`src/rtl/det_pkg.sv`:
```
// Shared definitions for the serial 1101 detector and its word sequencer.
// Contents:
//   - sequencer state encodings (3-bit) and the enum built from them
//   - the detector's S0..S3 state encodings
//   - the pattern the detector searches for
//   - det_released(): whether a sequencer state lets the detector out of reset
package det_pkg;

  // Sequencer state encodings.
  localparam logic [2:0] ST_IDLE  = 3'd0;
  localparam logic [2:0] ST_ARM   = 3'd1;
  localparam logic [2:0] ST_SHIFT = 3'd2;
  localparam logic [2:0] ST_DRAIN = 3'd3;
  localparam logic [2:0] ST_DONE  = 3'd4;

  typedef enum logic [2:0] {
    IDLE  = ST_IDLE,
    ARM   = ST_ARM,
    SHIFT = ST_SHIFT,
    DRAIN = ST_DRAIN,
    DONE  = ST_DONE
  } seq_state_e;

  // Detector FSM encodings (S0 = nothing matched yet).
  localparam logic [1:0] DET_S0 = 2'd0;
  localparam logic [1:0] DET_S1 = 2'd1;
  localparam logic [1:0] DET_S2 = 2'd2;
  localparam logic [1:0] DET_S3 = 2'd3;

  // Bit pattern recognised by the detector, first-received bit in the MSB.
  localparam logic [3:0] DET_PATTERN = 4'b1101;

  // The detector runs only while a word is being fed or drained.
  function automatic logic det_released(input seq_state_e s);
    case (s)
      ARM, SHIFT, DRAIN: return 1'b1;
      default:           return 1'b0;
    endcase
  endfunction

endpackage

```
`src/rtl/det_bit_serializer.sv`:
```
// Parallel-to-serial converter for one word, MSB first.
// Ports:
//   clock, reset : rising-edge clock, asynchronous active-low reset
//   load         : capture data and arm the bit counter with WORD_W
//   shift        : move the next bit into the MSB and count one bit issued
//   data         : word to serialise
//   msb          : bit currently at the head of the register
//   last         : every bit of the word has been issued
module det_bit_serializer #(
  parameter int WORD_W = 8
) (
  input  logic              clock,
  input  logic              reset,
  input  logic              load,
  input  logic              shift,
  input  logic [WORD_W-1:0] data,
  output logic              msb,
  output logic              last
);

  localparam int CW = $clog2(WORD_W + 1);

  logic [WORD_W-1:0] shreg_q, shreg_d;
  // bitcnt counts bits of the word not yet taken out of the MSB.
  logic [CW-1:0]     bitcnt_q, bitcnt_d;

  // Next-state for the shift register and bit counter; load wins over shift.
  always_comb begin
    shreg_d  = shreg_q;
    bitcnt_d = bitcnt_q;
    if (load) begin
      shreg_d  = data;
      bitcnt_d = CW'(WORD_W);
    end else if (shift) begin
      shreg_d  = {shreg_q[WORD_W-2:0], 1'b0};
      bitcnt_d = bitcnt_q - CW'(1);
    end else begin
      shreg_d  = shreg_q;
      bitcnt_d = bitcnt_q;
    end
  end

  // Shift register and counter state.
  always_ff @(posedge clock or negedge reset) begin
    if (!reset) begin
      shreg_q  <= '0;
      bitcnt_q <= '0;
    end else begin
      shreg_q  <= shreg_d;
      bitcnt_q <= bitcnt_d;
    end
  end

  assign msb  = shreg_q[WORD_W-1];
  assign last = (bitcnt_q == CW'(0));

endmodule

```
`src/rtl/detector_sequencer_chk.sv`:
```
// Property checker for detector_sequencer, instantiated by the top.
// Ports:
//   clock, reset : sampling clock, asynchronous active-low reset
//   state        : sequencer state register
//   in_ready     : input handshake ready
//   det_reset_n  : detector reset output
module detector_sequencer_chk
  import det_pkg::*;
(
  input logic       clock,
  input logic       reset,
  input seq_state_e state,
  input logic       in_ready,
  input logic       det_reset_n
);

  // Words are accepted only from IDLE.
  a_ready_idle : assert property (@(posedge clock) disable iff (!reset)
    in_ready == (state == IDLE));

  // The detector is held in reset whenever no word is in flight.
  a_det_held : assert property (@(posedge clock) disable iff (!reset)
    ((state == IDLE) || (state == DONE)) |-> (det_reset_n == 1'b0));

endmodule

```
`src/rtl/detector_sequencer.sv`:
```
// Feeds parallel words to a serial 1101 pattern detector one bit per clock,
// MSB first, and returns the number of detector hits per word.
// Ports:
//   clock, reset         : rising-edge clock, asynchronous active-low reset
//   in_valid/in_ready    : word handshake, in_data sampled on the accept edge
//   abort                : synchronous drop of the word in flight
//   det_x, det_reset_n   : registered drive of the detector's x and reset
//   det_y                : detector match flag (Moore, one cycle behind x)
//   out_valid/out_ready  : hit-count handshake, out_count held while valid
//   busy                 : a word is in flight or its count is pending
module detector_sequencer
  import det_pkg::*;
#(
  parameter int WORD_W = 8,
  parameter int CNT_W  = 4
) (
  input  logic              clock,
  input  logic              reset,
  input  logic              in_valid,
  output logic              in_ready,
  input  logic [WORD_W-1:0] in_data,
  input  logic              abort,
  output logic              det_x,
  output logic              det_reset_n,
  input  logic              det_y,
  output logic              out_valid,
  input  logic              out_ready,
  output logic [CNT_W-1:0]  out_count,
  output logic              busy
);

  seq_state_e       state_q, state_d;
  logic             det_x_q, det_x_d;
  logic             det_reset_n_q, det_reset_n_d;
  logic             out_valid_q, out_valid_d;
  logic [CNT_W-1:0] count_q, count_d;

  logic load_s;
  logic shift_s;
  logic ser_msb_s;
  logic ser_last_s;

  det_bit_serializer #(.WORD_W(WORD_W)) u_ser (
    .clock (clock),
    .reset (reset),
    .load  (load_s),
    .shift (shift_s),
    .data  (in_data),
    .msb   (ser_msb_s),
    .last  (ser_last_s)
  );

  // Control FSM next state; abort beats every other request outside IDLE.
  always_comb begin
    state_d = state_q;
    case (state_q)
      IDLE: begin
        if (in_valid) state_d = ARM;
        else          state_d = IDLE;
      end
      ARM: begin
        if (abort) state_d = IDLE;
        else       state_d = SHIFT;
      end
      SHIFT: begin
        if (abort)           state_d = IDLE;
        else if (ser_last_s) state_d = DRAIN;
        else                 state_d = SHIFT;
      end
      DRAIN: begin
        if (abort) state_d = IDLE;
        else       state_d = DONE;
      end
      DONE: begin
        if (abort || out_ready) state_d = IDLE;
        else                    state_d = DONE;
      end
      default: state_d = IDLE;
    endcase
  end

  // Serializer control and the registered detector drive. Both detector
  // signals come from state_d so they change only on a flop edge; the bit
  // leaves the serializer on the same edge that presents it on det_x.
  always_comb begin
    load_s        = (state_q == IDLE) && in_valid;
    shift_s       = (state_d == SHIFT);
    det_reset_n_d = det_released(state_d);
    out_valid_d   = (state_d == DONE);
    if (state_d == SHIFT) det_x_d = ser_msb_s;
    else                  det_x_d = 1'b0;
  end

  // Hit counter: cleared on accept or abort, saturating increment on det_y
  // while the word's bits are passing through the detector.
  always_comb begin
    count_d = count_q;
    if (load_s) begin
      count_d = '0;
    end else if (abort && (state_q != IDLE)) begin
      count_d = '0;
    end else if (((state_q == SHIFT) || (state_q == DRAIN)) && det_y &&
                 (count_q != {CNT_W{1'b1}})) begin
      count_d = count_q + CNT_W'(1);
    end else begin
      count_d = count_q;
    end
  end

  // State and output registers.
  always_ff @(posedge clock or negedge reset) begin
    if (!reset) begin
      state_q       <= IDLE;
      det_x_q       <= 1'b0;
      det_reset_n_q <= 1'b0;
      out_valid_q   <= 1'b0;
      count_q       <= '0;
    end else begin
      state_q       <= state_d;
      det_x_q       <= det_x_d;
      det_reset_n_q <= det_reset_n_d;
      out_valid_q   <= out_valid_d;
      count_q       <= count_d;
    end
  end

  assign in_ready    = (state_q == IDLE);
  assign busy        = (state_q != IDLE);
  assign det_x       = det_x_q;
  assign det_reset_n = det_reset_n_q;
  assign out_valid   = out_valid_q;
  assign out_count   = count_q;

  detector_sequencer_chk u_chk (
    .clock       (clock),
    .reset       (reset),
    .state       (state_q),
    .in_ready    (in_ready),
    .det_reset_n (det_reset_n_q)
  );

endmodule

```
`config.mk`:
```
export PLATFORM = sky130hd
export DESIGN_NAME = detector_sequencer
export DESIGN_NICKNAME = d
export VERILOG_FILES = /design/src/rtl/det_pkg.sv /design/src/rtl/det_bit_serializer.sv /design/src/rtl/detector_sequencer_chk.sv /design/src/rtl/detector_sequencer.sv
export SDC_FILE = /design/constraint.sdc
export NUM_CORES = 1
export LEC_CHECK = 0
export CAP_MARGIN = 15
export CORE_ASPECT_RATIO = 0.9
export CORE_UTILIZATION = 53
export DETAILED_ROUTE_END_ITERATION = 12
export PLACE_DENSITY_LB_ADDON = 0.08
export SYNTH_ARGS = -nofsm -noshare
export SYNTH_HDL_FRONTEND = slang
export SYNTH_SLANG_ARGS = --single-unit
```
`constraint.sdc`:
```
create_clock -name clock -period 2.6 [get_ports clock]
set_clock_uncertainty 0.15 [all_clocks]
set_input_delay 0.26 -clock clock [delete_from_list [all_inputs] [get_ports clock]]
set_output_delay 0.26 -clock clock [all_outputs]
set_load 0.05 [all_outputs]
```
==> metrics.md, run 1 <==
| Metric | Value |
|---|---|
| Core area | `1910 sq um` |
| Crit start category | `flip-flop` |
| Initial Utilization | `56.1%` |
| Hold-fix buffers, CTS | `0` |
| CTS Buf Count | `3` |
| Sequential power share | `37.4%` |
| FF-to-FF path depth | `6` |
| CTS sink cnt | `22` |
| Final ANT Viol Nets | `0` |
| Period utilisation layout | `88.8%` |
| Slew Limit Fails | `0` |
| Final core occ | `70.6%` |
| Post-synth top area share | `51.2%` |
| Iteration-0 DRC count of the detailed router | `25` |
| Post-Syn Area | `1070 sq um` |
| Final setup margin | `0.291 ns` |
| CP Capture Type | `output port` |
| Primary FF master, synth | `dfrtp_1` |
| Worst Hold Slack | `0.128 ns` |
| Share of cells above drive strength 1 | `8.27%` |
| Cell area power density | `1110 nW/um^2` |
| Grt total ovfl | `0` |
| Worst R2R Start | `u_ser.bitcnt_q[0]` |
| Cell Rows | `15` |
| DPL Wire Length | `1.54 mm` |
| Maxcap violations | `0` |
| Worst-Skew Late Latency | `0.31 ns` |
| Final setup fails | `0` |
| Die X | `49.5 microns` |
| Crit path required time | `2.19 ns` |
| Vias | `908` |
| RePlAce Congestion | `0.775` |
| CTS root buf | `clkbuf_4` |
| CTS tree | `built` |
| Ant. Diodes | `0` |
| Min-delay worst type | `in2async` |
| Synth Register Bits | `22` |
| Via density | `5.75` |
| Reg-to-reg slack, setup | `0.62 ns` |
| Yosys cell types | `30` |
| Post-CTS setup buffers | `0` |
| Final Hold Viols | `0` |
| First drt pass iteration count | `4` |
| Fill count | `161` |
| Nets | `150` |
| Post-synthesis sequential area ratio | `51.2%` |
| FF+latch area | `551 sq um` |
| Power share of the clock group | `17.4%` |
| First-pass GRT wire length | `3.87 mm` |
| Switch share | `41.3%` |
| Internal | `0.000883 W` |
| Slew @ Worst Pin | `0.501 ns` |
| Area leader, netlist | `dfrtp_1` |
| Combinational Power Share | `45.3%` |
| Routed wire per std cell | `13.9 microns` |
| Final setup TNS | `0 ns` |
| Multi-input gate area | `474 sq um` |
| Post-Synthesis Cells | `112` |
| Ys async rst share | `100%` |
| Post-Syn Nets | `128` |
| Worst endpoint data arrival time | `1.90 ns` |
| Post_cts resized | `0` |
| IO Pins | `23` |
| Vias in the first global route | `888` |
| Min Clock Period, post-route | `2.31 ns` |
| DRC Markers | `0` |
| Max clock buf depth | `2` |
| Max Freq | `433 MHz` |
| Max FO, Critical Path | `4` |
| CTS clock-pin slew for the worst setup and hold paths | `0.13 ns` |
| # port buffers | `22` |
| Largest net degree at the start of global routing | `23` |
| Top area cells in the synthesized netlist | `dfrtp_1, a31oi_1, nor2_1` |
| Synth Area per Inst | `9.60 sq um` |
| Maximum vdd drop | `0.727 mV` |
| Initial antenna violation count | `0` |
| GRT Util Overall | `23.8%` |
| Number of synthesized flops with an enable pin | `0` |
| Crit Path Category | `reg2out` |
| Post-placement setup slack | `0.654 ns` |
| Final wirelength | `2.20 mm` |
| RSZ-0062 raised after global routing | `false` |
| Die footprint | `2210 sq um` |
| Area Overhead vs Synth | `25.7%` |
| H-tree depth | `1` |
| Critical R2R Capture | `u_ser.shreg_q[2]` |
| Run status | `finished, final reports clean` |
| NetSw | `0.000620 W` |
| Chip height | `44.7 microns` |
| LEAKAGE | `0.608 nW` |
| Max_slew headroom | `66.5%` |
| Synth warnings | `0` |
[area by class of cell]
class                           instances  share of cell area (%)
Tap cell                               25                    2.31
Sequential cell                        22                    40.7
Clock buffer                            3                    1.67
Timing Repair Buffer                   23                    16.9
Inverter                                4                    1.11
Clock inverter                          1                    2.22
Multi-Input combinational cell         80                    35.1
[power groups by stage]
stage | combinational (W) | clock (W) | sequential, W
after floorplan | 0.000447 | 0 | 0.000624
after global placement | 0.000667 | 0 | 0.000561
after detailed placement | 0.000677 | 0 | 0.000567
after CTS | 0.000683 | 0.000267 | 0.000560
after global routing | 0.000753 | 0.000281 | 0.000574
final | 0.000680 | 0.000261 | 0.000561
[layout by cell type (no fill, tap or decap), types with 2 or more instances in the layout]
master / Yosys / routed
o21ai_0: 7 / 7
inv_1: 3 / 3
and3_1: 3 / 3
clkbuf_4: 0 / 3
dfrtp_1: 22 / 22
o21ai_1: 2 / 2
clkdlybuf4s50_1: 0 / 22
a31oi_1: 8 / 8
nand3_1: 9 / 9
nor2_1: 13 / 13
mux2i_1: 4 / 4
nand2_1: 8 / 8
ha_1: 2 / 2
a21oi_1: 8 / 8
nor3b_1: 2 / 2
[sequential cells by signal, summed over array words and instances (netlist names)]
name and count:
det_reset_n 1, state_q 3, u_ser.bitcnt_q 4, det_x 1, u_ser.shreg_q 8, out_valid 1, out_count 4
[per-stage QoR]
| step | std cells | power (W) | area [sq um] |
|---|---|---|---|
| 2_1_floorplan | 112 | 0.00107 | 1080 |
| 3_3_place_gp | 154 | 0.00123 | 1300 |
| 3_5_place_dp | 154 | 0.00124 | 1300 |
| 4_1_cts | 158 | 0.00151 | 1350 |
| 5_1_grt | 158 | 0.00161 | 1350 |
| 6_report | 158 | 0.00150 | 1350 |
[worst max-delay path, cell delays in order, from the launching register on]
cell	delay, ns
dfrtp_1	0.46
nor3_2	0.28
clkdlybuf4s50_1	0.85
[synth_stat cells (2+ instances only)]
cell type  instances
o21ai_1            2
o21ai_0            7
and3_1             3
nor3b_1            2
nand3_1            9
inv_1              3
clkbuf_1           2
ha_1               2
a31oi_1            8
nor2_1            13
nor3_1             2
dfrtp_1           22
mux2i_1            4
a21oi_1            8
buf_6              2
nand2_1            8
buf_2              2
[metal layers]
metal | wire, microns | global-route usage [%] | up-vias
li1 | - | - | 434
met1 | 964 | 31.2 | 429
met2 | 1030 | 38.9 | 39
met3 | 157 | 4.38 | 6
met4 | 40 | 11.4 | 0
met5 | 0 | 0 | -
[cells by family after synthesis]
| logic type | after synthesis | share of synthesized area [%] |
|---|---|---|
| XOR/XNOR | 2 | 1.63 |
| buffers and inverters | 10 | 5.12 |
| flip-flops | 22 | 51.2 |
| AND/OR/NAND/NOR | 45 | 21.2 |
| adder cells (fa/ha/maj) | 2 | 2.33 |
| multiplexers | 4 | 3.73 |
| AO/OA/AOI/OAI | 27 | 14.8 |
[worst max-delay path by stage]
stage / startpoint / end / cells after the start
floorplan: state_q[2] / out_count[2] / 4
global placement: state_q[2] / in_ready / 2
detailed placement: state_q[2] / in_ready / 2
CTS: state_q[2] / in_ready / 2
global route: state_q[2] / in_ready / 2
finish: state_q[2] / in_ready / 2
No activity file was read; power rests on OpenSTA's default activity.
==> inputs of run 2 (changes only) <==
CORE_MARGIN = 10   (was default)
==> metrics.md, run 2 (synthesis results as in run 1) <==
| Metric | Value |
|---|---|
| Run status | `finished, final reports clean` |
| Grt total ovfl | `0` |
| CTS root buf | `clkbuf_4` |
| Internal | `0.000812 W` |
| Maximum vdd drop | `0.727 mV` |
| Post_cts resized | `0` |
| Power share of the clock group | `13.0%` |
| First-pass GRT wire length | `4.03 mm` |
| Nets | `150` |
| Max clock buf depth | `2` |
| Final Hold Viols | `0` |
| Worst R2R Start | `u_ser.bitcnt_q[0]` |
| Final core occ | `69.7%` |
| Commonest cells after routing, fill and taps aside | `dfrtp_1, clkdlybuf4s50_1, nor2_1` |
| Final instance area | `1340 sq um` |
| CTS tree | `built` |
| First drt pass iteration count | `4` |
| Max FO, Critical Path | `4` |
| Crit path to | `in_ready` |
| H-tree depth | `1` |
| Cell Rows | `15` |
| RePlAce Congestion | `0.787` |
| Final setup TNS | `0 ns` |
| Switch share | `43.2%` |
| Post-DP Area | `1300 sq um` |
| Final ANT Viol Nets | `0` |
| FF-to-FF path depth | `6` |
| Worst Setup SP | `state_q[2]` |
| Sequential power share | `39.2%` |
| # port buffers | `22` |
| Slew @ Worst Pin | `0.501 ns` |
| Critical R2R Capture | `u_ser.shreg_q[1]` |
| Die footprint | `4230 sq um` |
| Iteration-0 DRC count of the detailed router | `51` |
| Worst endpoint data arrival time | `1.88 ns` |
| Cell area power density | `1070 nW/um^2` |
| Min-delay worst type | `in2async` |
| LEAKAGE | `0.602 nW` |
| CTS clock-pin slew for the worst setup and hold paths | `0.12 ns` |
| CP Capture Type | `output port` |
| Initial antenna violation count | `0` |
| Initial Utilization | `56.1%` |
| Ant. Diodes | `0` |
| Hold-fix buffers, CTS | `0` |
| Worst-Skew Late Latency | `0.31 ns` |
| Slew Limit Fails | `0` |
| Max reg flops | `8` |
| Most flops, register | `u_ser.shreg_q` |
| Combinational Power Share | `47.9%` |
| Routed wire per std cell | `14.7 microns` |
| CTS sink cnt | `22` |
| Area Overhead vs Synth | `24.2%` |
| Maxcap violations | `0` |
| Largest net degree at the start of global routing | `23` |
| DPL Wire Length | `1.69 mm` |
| DRC Markers | `0` |
| Reg-to-reg slack, setup | `0.57 ns` |
| CTS Buf Count | `3` |
| Final setup fails | `0` |
| Vias | `923` |
| Die X | `67.5 microns` |
| NetSw | `0.000619 W` |
| Crit start category | `flip-flop` |
| GRT Util Overall | `11.8%` |
| Vias in the first global route | `876` |
| RSZ-0062 raised after global routing | `false` |
| Post-CTS setup buffers | `0` |
| Max Freq | `436 MHz` |
| Chip height | `62.7 microns` |
| Fill count | `166` |
| Share of cells above drive strength 1 | `8.27%` |
| Crit Path Category | `reg2out` |
| Via density | `5.84` |
| IO Pins | `23` |
| Max_slew headroom | `66.5%` |
| Core area | `1910 sq um` |
| Crit path required time | `2.19 ns` |
| Min Clock Period, post-route | `2.29 ns` |
| Final wirelength | `2.32 mm` |
| Period utilisation layout | `88.3%` |
## run 2: changes by cell type in the layout (fill, tap and decap cells not counted), sizes merged
cell and delta:
bufinv -1, clkbuf +1
## run 2: metrics by stage
stage | setup slack, ns | hold slack [ns] | std cells | total power [W]
after global routing | 0.191 | 0.135 | 158 | 0.00154
after CTS | 0.288 | 0.139 | 158 | 0.00144
after detailed placement | 0.641 | 0.361 | 154 | 0.00125
after floorplan | 0.258 | -0.186 | 112 | 0.00107
after global placement | 0.662 | 0.352 | 154 | 0.00123
final | 0.305 | 0.130 | 158 | 0.00143
## run 2: routing by layer
metal	global-route usage [%]	up-vias	part of all wire [%]
li1	-	434	-
met5	0	-	0
met1	15.2	459	44
met3	5.02	2	8.1
met2	17.8	28	47
met4	2.31	0	0.65
## run 2: area by class of cell
cell class	count	area, sq um	area share [%]
clock buffer	4	36.3	2.72
sequential	22	551	41.2
inverter	4	15.0	1.12
timing repair buffer	23	228	17.1
tap	25	31.3	2.34
multi-input combinational	80	474	35.5
## run 2: how the worst min path moves through the flow
| stage | from | end | slack [ns] | cells past startpoint |
|---|---|---|---|---|
| global placement | u_ser.shreg_q[7] | det_x | 0.35 | 1 |
| CTS | reset | u_ser.bitcnt_q[3] | 0.14 | 2 |
| finish | reset | state_q[2] | 0.13 | 2 |
| floorplan | reset | det_reset_n | -0.19 | 0 |
| detailed placement | u_ser.shreg_q[0] | u_ser.shreg_q[0] | 0.36 | 2 |
| global route | reset | out_count[3] | 0.13 | 2 |
## run 2: power groups by stage
stage	registers, W	clock network [W]	logic (W)
finish	0.000560	0.000186	0.000685
global route	0.000577	0.000207	0.000757
CTS	0.000558	0.000191	0.000690
detailed placement	0.000563	0	0.000682
global placement	0.000559	0	0.000672
floorplan	0.000624	0	0.000447
## run 2: worst max-delay path, stage by stage, from the launching register on
cell,delay [ns]
dfrtp_1,0.44
nor3_2,0.28
clkdlybuf4s50_1,0.85
